**src/rtl/alu_mc_pkg.sv**
```systemverilog
// Shared op-code and FSM state definitions for the multi-cycle ALU.
// ALU_MC_MUL_EN adds the MUL state; without it op 10 decodes as illegal.
package alu_mc_pkg;

  typedef enum logic [3:0] {
    OP_ADD  = 4'd0,
    OP_SUB  = 4'd1,
    OP_AND  = 4'd2,
    OP_OR   = 4'd3,
    OP_XOR  = 4'd4,
    OP_SLL  = 4'd5,
    OP_SRL  = 4'd6,
    OP_SRA  = 4'd7,
    OP_SLT  = 4'd8,
    OP_SLTU = 4'd9,
    OP_MUL  = 4'd10
  } op_e;

  typedef enum logic [1:0] {
    S_IDLE  = 2'd0,
    S_SHIFT = 2'd1,
    S_DONE  = 2'd2
`ifdef ALU_MC_MUL_EN
    , S_MUL = 2'd3
`endif
  } state_e;

  function automatic logic is_shift(input logic [3:0] op);
    return (op == OP_SLL) || (op == OP_SRL) || (op == OP_SRA);
  endfunction

endpackage

```
**src/rtl/alu_mc_comb.sv**
```systemverilog
// Single-cycle datapath: arithmetic, logic and compare ops.
// hit_o flags that op_i is one of the ops handled here.
module alu_mc_comb
  import alu_mc_pkg::*;
#(
  parameter int WIDTH = 32
) (
  input  logic [WIDTH-1:0] a_i,
  input  logic [WIDTH-1:0] b_i,
  input  logic [3:0]       op_i,
  output logic [WIDTH-1:0] res_o,
  output logic             hit_o
);

  always_comb begin
    res_o = '0;
    hit_o = 1'b1;
    case (op_e'(op_i))
      OP_ADD:  res_o = a_i + b_i;
      OP_SUB:  res_o = a_i - b_i;
      OP_AND:  res_o = a_i & b_i;
      OP_OR:   res_o = a_i | b_i;
      OP_XOR:  res_o = a_i ^ b_i;
      OP_SLT:  res_o = {{(WIDTH-1){1'b0}}, ($signed(a_i) < $signed(b_i))};
      OP_SLTU: res_o = {{(WIDTH-1){1'b0}}, (a_i < b_i)};
      default: hit_o = 1'b0;
    endcase
  end

endmodule

```
**src/rtl/alu_mc.sv**
```systemverilog
// Multi-cycle ALU top: FSM, bit-serial shifter, optional shift-add multiplier.
// Define ALU_MC_MUL_EN to enable op 10 (MUL); otherwise op 10 is illegal.
module alu_mc
  import alu_mc_pkg::*;
#(
  parameter int WIDTH   = 32,
  parameter int SHAMT_W = $clog2(WIDTH)
) (
  input  logic             clk,
  input  logic             rst,
  input  logic             in_valid,
  output logic             in_ready,
  input  logic [WIDTH-1:0] a,
  input  logic [WIDTH-1:0] b,
  input  logic [3:0]       op,
  output logic             out_valid,
  input  logic             out_ready,
  output logic [WIDTH-1:0] result,
  output logic             illegal
);

  // One extra bit so the counter can hold WIDTH for the multiplier
  localparam int CNT_W = SHAMT_W + 1;

  state_e           state_q;
  op_e              op_q;
  logic [CNT_W-1:0] cnt_q;
  logic [WIDTH-1:0] sh_q, sh_d;
  logic [WIDTH-1:0] result_q;
  logic             illegal_q, out_valid_q;

  logic [WIDTH-1:0]   comb_res;
  logic               comb_hit;
  logic [SHAMT_W-1:0] shamt;

  assign shamt = b[SHAMT_W-1:0];

  alu_mc_comb #(.WIDTH(WIDTH)) u_comb (
    .a_i   (a),
    .b_i   (b),
    .op_i  (op),
    .res_o (comb_res),
    .hit_o (comb_hit)
  );

  always_comb begin
    sh_d = sh_q;
    case (op_q)
      OP_SLL:  sh_d = {sh_q[WIDTH-2:0], 1'b0};
      OP_SRL:  sh_d = {1'b0, sh_q[WIDTH-1:1]};
      OP_SRA:  sh_d = {sh_q[WIDTH-1], sh_q[WIDTH-1:1]};
      default: sh_d = sh_q;
    endcase
  end

`ifdef ALU_MC_MUL_EN
  // sh_q doubles as the left-shifting multiplicand during MUL
  logic [WIDTH-1:0] acc_q, acc_d, mplier_q;
  assign acc_d = mplier_q[0] ? (acc_q + sh_q) : acc_q;
`endif

  always_ff @(posedge clk) begin
    if (rst) begin
      state_q     <= S_IDLE;
      op_q        <= OP_ADD;
      cnt_q       <= '0;
      sh_q        <= '0;
      result_q    <= '0;
      illegal_q   <= 1'b0;
      out_valid_q <= 1'b0;
`ifdef ALU_MC_MUL_EN
      acc_q       <= '0;
      mplier_q    <= '0;
`endif
    end else begin
      case (state_q)
        S_IDLE: begin
          if (in_valid) begin
            op_q      <= op_e'(op);
            illegal_q <= 1'b0;
            if (comb_hit) begin
              result_q    <= comb_res;
              out_valid_q <= 1'b1;
              state_q     <= S_DONE;
            end else if (is_shift(op)) begin
              if (shamt == '0) begin
                result_q    <= a;
                out_valid_q <= 1'b1;
                state_q     <= S_DONE;
              end else begin
                sh_q    <= a;
                cnt_q   <= {1'b0, shamt};
                state_q <= S_SHIFT;
              end
`ifdef ALU_MC_MUL_EN
            end else if (op == OP_MUL) begin
              acc_q    <= '0;
              sh_q     <= a;
              mplier_q <= b;
              cnt_q    <= CNT_W'(WIDTH);
              state_q  <= S_MUL;
`endif
            end else begin
              result_q    <= '0;
              illegal_q   <= 1'b1;
              out_valid_q <= 1'b1;
              state_q     <= S_DONE;
            end
          end
        end
        S_SHIFT: begin
          sh_q  <= sh_d;
          cnt_q <= cnt_q - CNT_W'(1);
          if (cnt_q == CNT_W'(1)) begin
            result_q    <= sh_d;
            out_valid_q <= 1'b1;
            state_q     <= S_DONE;
          end
        end
`ifdef ALU_MC_MUL_EN
        S_MUL: begin
          acc_q    <= acc_d;
          sh_q     <= {sh_q[WIDTH-2:0], 1'b0};
          mplier_q <= {1'b0, mplier_q[WIDTH-1:1]};
          cnt_q    <= cnt_q - CNT_W'(1);
          if (cnt_q == CNT_W'(1)) begin
            result_q    <= acc_d;
            out_valid_q <= 1'b1;
            state_q     <= S_DONE;
          end
        end
`endif
        S_DONE: begin
          // Returning to IDLE costs a cycle, so no request is taken here
          if (out_ready) begin
            out_valid_q <= 1'b0;
            state_q     <= S_IDLE;
          end
        end
        default: state_q <= S_IDLE;
      endcase
    end
  end

  assign in_ready  = (state_q == S_IDLE);
  assign out_valid = out_valid_q;
  assign result    = result_q;
  assign illegal   = illegal_q;

endmodule

```
**config.mk**
```make
export PLATFORM = sky130hd
export DESIGN_NAME = alu_mc
export DESIGN_NICKNAME = d
export VERILOG_FILES = /design/src/rtl/alu_mc_pkg.sv /design/src/rtl/alu_mc_comb.sv /design/src/rtl/alu_mc.sv
export SDC_FILE = /design/constraint.sdc
export NUM_CORES = 1
export LEC_CHECK = 0
export CAP_MARGIN = 20
export CORE_ASPECT_RATIO = 0.8
export CORE_MARGIN = 2
export CORE_UTILIZATION = 45
export DETAILED_ROUTE_END_ITERATION = 10
export PLACE_DENSITY = 0.76
export SETUP_SLACK_MARGIN = 0.15
export SLEW_MARGIN = 25
export SYNTH_ARGS = -nofsm -noshare
export SYNTH_HDL_FRONTEND = slang
export SYNTH_SLANG_ARGS = --single-unit
```
**constraint.sdc**
```tcl
create_clock -name clk -period 7 [get_ports clk]
set_clock_uncertainty 0.1 [all_clocks]
set_input_delay 1.05 -clock clk [delete_from_list [all_inputs] [get_ports clk]]
set_output_delay 1.05 -clock clk [all_outputs]
set_load 0.005 [all_outputs]
```
==> impl_metrics.tcl, run 1 <==
set metrics [dict create \
    outcome "finished, final reports clean" \
    vdd_drop_max_mv 0.0934 \
    cts_tree "yes" \
    synth_warnings 0 \
    worst_pin_slew_ns 0.935 \
    cell_internal_pwr_uw 991 \
    p_leak_nw 4.47 \
    ys_ff_latch 78 \
    hpwl_um 27400 \
    drc 0 \
    root_buffer "clkbuf_16" \
    nNetsFinal 1652 \
    holdBufCountCts 0 \
    synth_area_sq_um 9660 \
    synth_edf_count 0 \
    pin_count 107 \
    cap_violations 0 \
    async_reset_ff_frac 0 \
    required_ns 7.16 \
    drt_iter0_drc 1387 \
    period_minus_slack_ns 4.89 \
    grt_pass1_vias 10295 \
    pre_cts_slack_ns 1.84 \
    via_per_inst 6.58 \
    num_vias 11420 \
    drtPass1Iterations 6 \
    die_w_um 168 \
    seq_area_frac_synth 0.162 \
    finalWirelength_um 37400 \
    syn_area_per_cell_sq_um 6.76 \
    row_count 47 \
    netSwitchingFraction 0.399 \
    gr-usage-all-layers 0.322 \
    final.setup.tns_ns 0 \
    fp.coreArea_sq_um 20900 \
    fin_util 0.532 \
    hold_path_class "reg -> reg" \
    initial_utilization 0.463 \
    syn_to_final_growth_pct 14.9 \
    ant_nets 0 \
    grt_max_degree 73 \
    synth_cell_types 78 \
    cp.arrival_ns 5.04 \
    globalplace.congestion 0.992 \
    worstSetupPathType "in -> reg" \
    r2r_slack_ns 3.61 \
    cts.sinks 78 \
    htreeDepth 3 \
    cts.repair.resized 0 \
    crit_fanout 5 \
    antenna_cells 0 \
    clkPwrFrac 0.261 \
    fill_cells 2004 \
    worst_setup_path_start_kind "primary input" \
    drv_slew 0 \
    dieHeight_um 135 \
    comb_power_share 0.431 \
    seq_area_sq_um 1560 \
    fmax_mhz 205 \
    hold_viol 0 \
    postCtsSetupRepairBufs 0 \
    die_area_sq_um 22700 \
    antenna_found_initial 0 \
    finalSetupViolations 0 \
    power_frac_seq 0.308 \
    rsz0062_at_grt "no" \
    slew_headroom 0.368 \
    ys.flop_type "dfxtp_1" \
    period_share 0.698 \
    grt_overflow 0 \
    syn_inst 1430 \
    grt_pass1_wl_um 57800 \
    post_drt_wl_per_cell_um 21.6 \
    power.density_nw_per_um2 149 \
    layout-drive-gt1-share 0.0457 \
    cp-end-kind "register" \
    port_buffers 106 \
    insertion_delay_ns 0.34 \
    numCtsBuffers 9 \
    fin_ws_ns 2.11 \
    syn-num-nets 1619 \
    multi_input_area_sq_um 7360 \
    clockBufferDepth 2 \
    p_sw_uw 659 \
    clk_pin_slew_worst_paths_ns 0.06 \
]
[worst max-delay path, cell delays in order]
cell             delay, ns
clkdlybuf4s50_1       0.63
inv_1                 0.14
ha_1                  0.34
a21oi_1               0.25
o22ai_1               0.22
a2111oi_2             0.55
o41ai_1               0.27
and4_1                0.26
or3_1                 0.44
a211oi_1              0.33
xnor2_1               0.19
nand3_1               0.10
a311oi_1              0.27
[cell usage after synthesis, drive strengths merged, types with 11 or more instances]
cell | number | area share
nor4 | 11 | 0.0071
nand2 | 140 | 0.054
nand3 | 23 | 0.012
ha | 115 | 0.15
a221oi | 25 | 0.023
nand2b | 11 | 0.0071
nor3 | 46 | 0.024
o21bai | 24 | 0.019
a21oi | 163 | 0.085
nor2 | 170 | 0.066
a21o | 12 | 0.0093
clkbuf | 88 | 0.034
o211ai | 20 | 0.016
a2111oi | 13 | 0.012
buf | 17 | 0.0083
o21ai | 130 | 0.068
o22ai | 15 | 0.0097
dfxtp | 78 | 0.16
inv | 99 | 0.038
a211oi | 39 | 0.030
a31oi | 16 | 0.012
[power by group through the flow]
| stage | sequential [mW] | clock, mW | combinational (mW) |
|---|---|---|---|
| floorplan | 0.506 | 0 | 0.440 |
| global placement | 0.516 | 0 | 0.682 |
| detailed placement | 0.515 | 0 | 0.687 |
| CTS | 0.506 | 0.434 | 0.691 |
| global route | 0.510 | 0.452 | 0.770 |
| finish | 0.508 | 0.430 | 0.712 |
[per-stage QoR]
stage / cells / cell area [sq um] / hold WS, ns / power, mW
6_report: 1735 / 11100 / 0.353 / 1.65
5_1_grt: 1735 / 11100 / 0.385 / 1.73
4_1_cts: 1735 / 11100 / 0.358 / 1.63
3_5_place_dp: 1721 / 10800 / 0.350 / 1.20
3_3_place_gp: 1720 / 10800 / 0.345 / 1.20
2_1_floorplan: 1430 / 9660 / 0.345 / 0.945
[sequential cells by signal, indices dropped and copies added (netlist names)]
| signal | flops |
|---|---|
| result | 32 |
| sh_q | 32 |
| cnt_q | 6 |
| op_q | 4 |
| state_q | 2 |
| illegal | 1 |
| out_valid | 1 |
[layout make-up]
class,instances,share of cell area
sequential,78,0.141
tap,269,0.0303
inverter,99,0.0335
clock buffer,12,0.0222
clock inverter,2,0.000901
timing repair buffer,127,0.110
multi-input combinational,1148,0.663
[path summary, 6_finish.rpt]
check	from	endpoint	cells past startpoint
setup / recovery	b[1]	result[31]$_SDFFE_PP0P_	13
hold / removal	out_valid$_SDFFE_PP0P_	out_valid$_SDFFE_PP0P_	2
setup reg to reg	op_q[1]$_SDFFE_PP0P_	result[24]$_SDFFE_PP0P_	10
hold reg to reg	out_valid$_SDFFE_PP0P_	out_valid$_SDFFE_PP0P_	2
[layout by cell type, fill, tap and decap left out, drive strengths merged, types with 22 or more instances in the layout]
cell and instances:
a211oi 39, a21oi 163, a221oi 25, buf 22, clkdlybuf4s50 105, dfxtp 78
ha 115, inv 99, nand2 140, nand3 23, nor2 170, nor3 46
o21ai 130, o21bai 24
[kinds of logic after synthesis]
kind of cell / after synthesis / synth area share
flops: 78 / 0.162
simple gates: 463 / 0.214
xor+xnor: 10 / 0.00907
fa+ha+maj: 117 / 0.153
mux: 6 / 0.00648
compound gates: 552 / 0.374
buf+inv: 204 / 0.0809
[layer usage]
layer  GRT usage  vias to the layer above  share of wire
li1            -                     5237              -
met1       0.434                     5322           0.41
met2       0.499                      740           0.43
met3      0.0733                      121           0.12
met4       0.133                        0          0.043
met5           0                        -              0
No activity file was read; power rests on OpenSTA's default activity.
==> run 2: changes to the inputs <==
Settings changed: PLACE_DENSITY 0.76 to 0.79.
Clock period 7 ns to 4.27 ns, I/O delays scaled along.
==> impl_metrics.tcl, run 2 (synthesized netlist as in run 1, its figures left out) <==
set metrics [dict create \
    outcome "finished, final reports clean" \
    layout-drive-gt1-share 0.114 \
    globalplace.congestion 1.01 \
    drtPass1Iterations 6 \
    grt_pass1_wl_um 61400 \
    cts.repair.resized 0 \
    p_sw_mw 1.16 \
    cp-end-kind "register" \
    antenna_cells 0 \
    period_minus_slack_ns 4.09 \
    postCtsSetupRepairBufs 0 \
    clk_pin_slew_worst_paths_ns 0.06 \
    post_drt_wl_per_cell_um 21.4 \
    slew_headroom 0.328 \
    gr-usage-all-layers 0.342 \
    cp.arrival_ns 4.18 \
    cap_violations 0 \
    dieHeight_um 135 \
    instances_no_fill 1842 \
    fill_cells 2012 \
    finalSetupViolations 0 \
    crit_fanout 7 \
    via_per_inst 6.43 \
    grt_pass1_vias 11238 \
    num_vias 11853 \
    cell_internal_pwr_mw 1.85 \
    grt_overflow 0 \
    numCtsBuffers 9 \
    comb_power_share 0.431 \
    die_area_sq_um 22700 \
    holdWs_ns 0.359 \
    ant_nets 0 \
    fmax_mhz 245 \
    die_w_um 168 \
    insertion_delay_ns 0.35 \
    dp_cells 1826 \
    drc 0 \
    antenna_found_initial 0 \
    pin_count 107 \
    hold_viol 0 \
    vdd_drop_max_mv 0.171 \
    hold_path_class "reg -> reg" \
    drt_iter0_drc 1597 \
    htreeDepth 3 \
    rsz0062_at_grt "yes" \
    netSwitchingFraction 0.384 \
    syn_to_final_growth_pct 24.2 \
    cts_tree "yes" \
    cts.sinks 78 \
    worst_pin_slew_ns 1.01 \
    period_share 0.958 \
    required_ns 4.36 \
    grt_max_degree 47 \
    fp.coreArea_sq_um 20900 \
    p_leak_nw 5.02 \
    power.density_nw_per_um2 251 \
    dpl-instance-area_sq_um 11600 \
    clockBufferDepth 2 \
    row_count 47 \
    holdBufCountCts 0 \
    nNetsFinal 1757 \
    hpwl_um 30000 \
    root_buffer "clkbuf_16" \
    worst_setup_path_start_kind "primary input" \
    clkPwrFrac 0.292 \
    power_frac_seq 0.277 \
    final_cell_mix "nor2_1, a21oi_1, nand2_1, o21ai_0, buf_4" \
    initial_utilization 0.463 \
    finalWirelength_um 39500 \
    drv_slew 0 \
    port_buffers 106 \
    worstSetupPathType "in -> reg" \
    final_common_cell "nor2_1" \
    final_area_sq_um 12000 \
]
==> run 2: changes by cell type in the layout (fill, tap and decap cells not counted), sizes merged <==
cell	delta
inv	+1
buf	+105
clkinvlp	+1
clkbuf	-2
bufinv	+2
==> run 2: power groups by stage <==
stage               registers (mW)  logic (mW)  clock network, mW
global route                 0.837        1.39              0.911
finish                       0.833        1.30              0.879
floorplan                    0.829       0.721                  0
global placement             0.844        1.23                  0
detailed placement           0.845        1.25                  0
CTS                          0.830        1.26              0.883
==> run 2: through the flow <==
stage          setup TNS (ns)  total power [mW]   util  setup WS [ns]
2_1_floorplan               0              1.55      -          0.811
3_3_place_gp          -0.0305              2.07  0.558        -0.0305
3_5_place_dp           -0.124              2.09  0.558        -0.0533
4_1_cts                     0              2.97  0.574          0.290
5_1_grt                     0              3.14  0.575          0.133
6_report                    0              3.01  0.575          0.180
==> run 2: worst paths after layout <==
path / start / to / slack, ns / cells after the start
max: a[3] / result[26]$_SDFFE_PP0P_ / 0.18 / 14
min: out_valid$_SDFFE_PP0P_ / out_valid$_SDFFE_PP0P_ / 0.36 / 2
max reg2reg: op_q[3]$_SDFFE_PP0P_ / result[24]$_SDFFE_PP0P_ / 1.06 / 11
min reg2reg: out_valid$_SDFFE_PP0P_ / out_valid$_SDFFE_PP0P_ / 0.36 / 2
==> run 2: layer usage <==
metal / vias up / wire length, um / track usage
met5: - / 0 / 0
met4: 0 / 2050 / 0.163
met3: 140 / 3910 / 0.0592
met2: 779 / 17300 / 0.551
met1: 5496 / 16200 / 0.447
li1: 5438 / - / -
==> run 2: cell type report <==
| class | count | area (sq um) | share of cell area |
|---|---|---|---|
| tap | 269 | 337 | 0.0280 |
| multi-input combinational | 1148 | 7370 | 0.614 |
| clock buffer | 10 | 239 | 0.0199 |
| timing repair buffer | 232 | 2030 | 0.169 |
| sequential | 78 | 1560 | 0.130 |
| inverter | 99 | 372 | 0.0310 |
| clock inverter | 6 | 93.8 | 0.00782 |
==> run 2: worst max-delay path, cell delays in order <==
cell             delay [ns]
clkdlybuf4s50_1        0.52
inv_1                  0.08
ha_1                   0.35
buf_4                  0.18
nor3_2                 0.05
o31ai_1                0.47
a21oi_2                0.13
o41ai_2                0.41
o221a_4                0.30
o21ai_0                0.16
a211o_1                0.32
mux2_2                 0.27
a22oi_1                0.19
o22ai_1                0.10
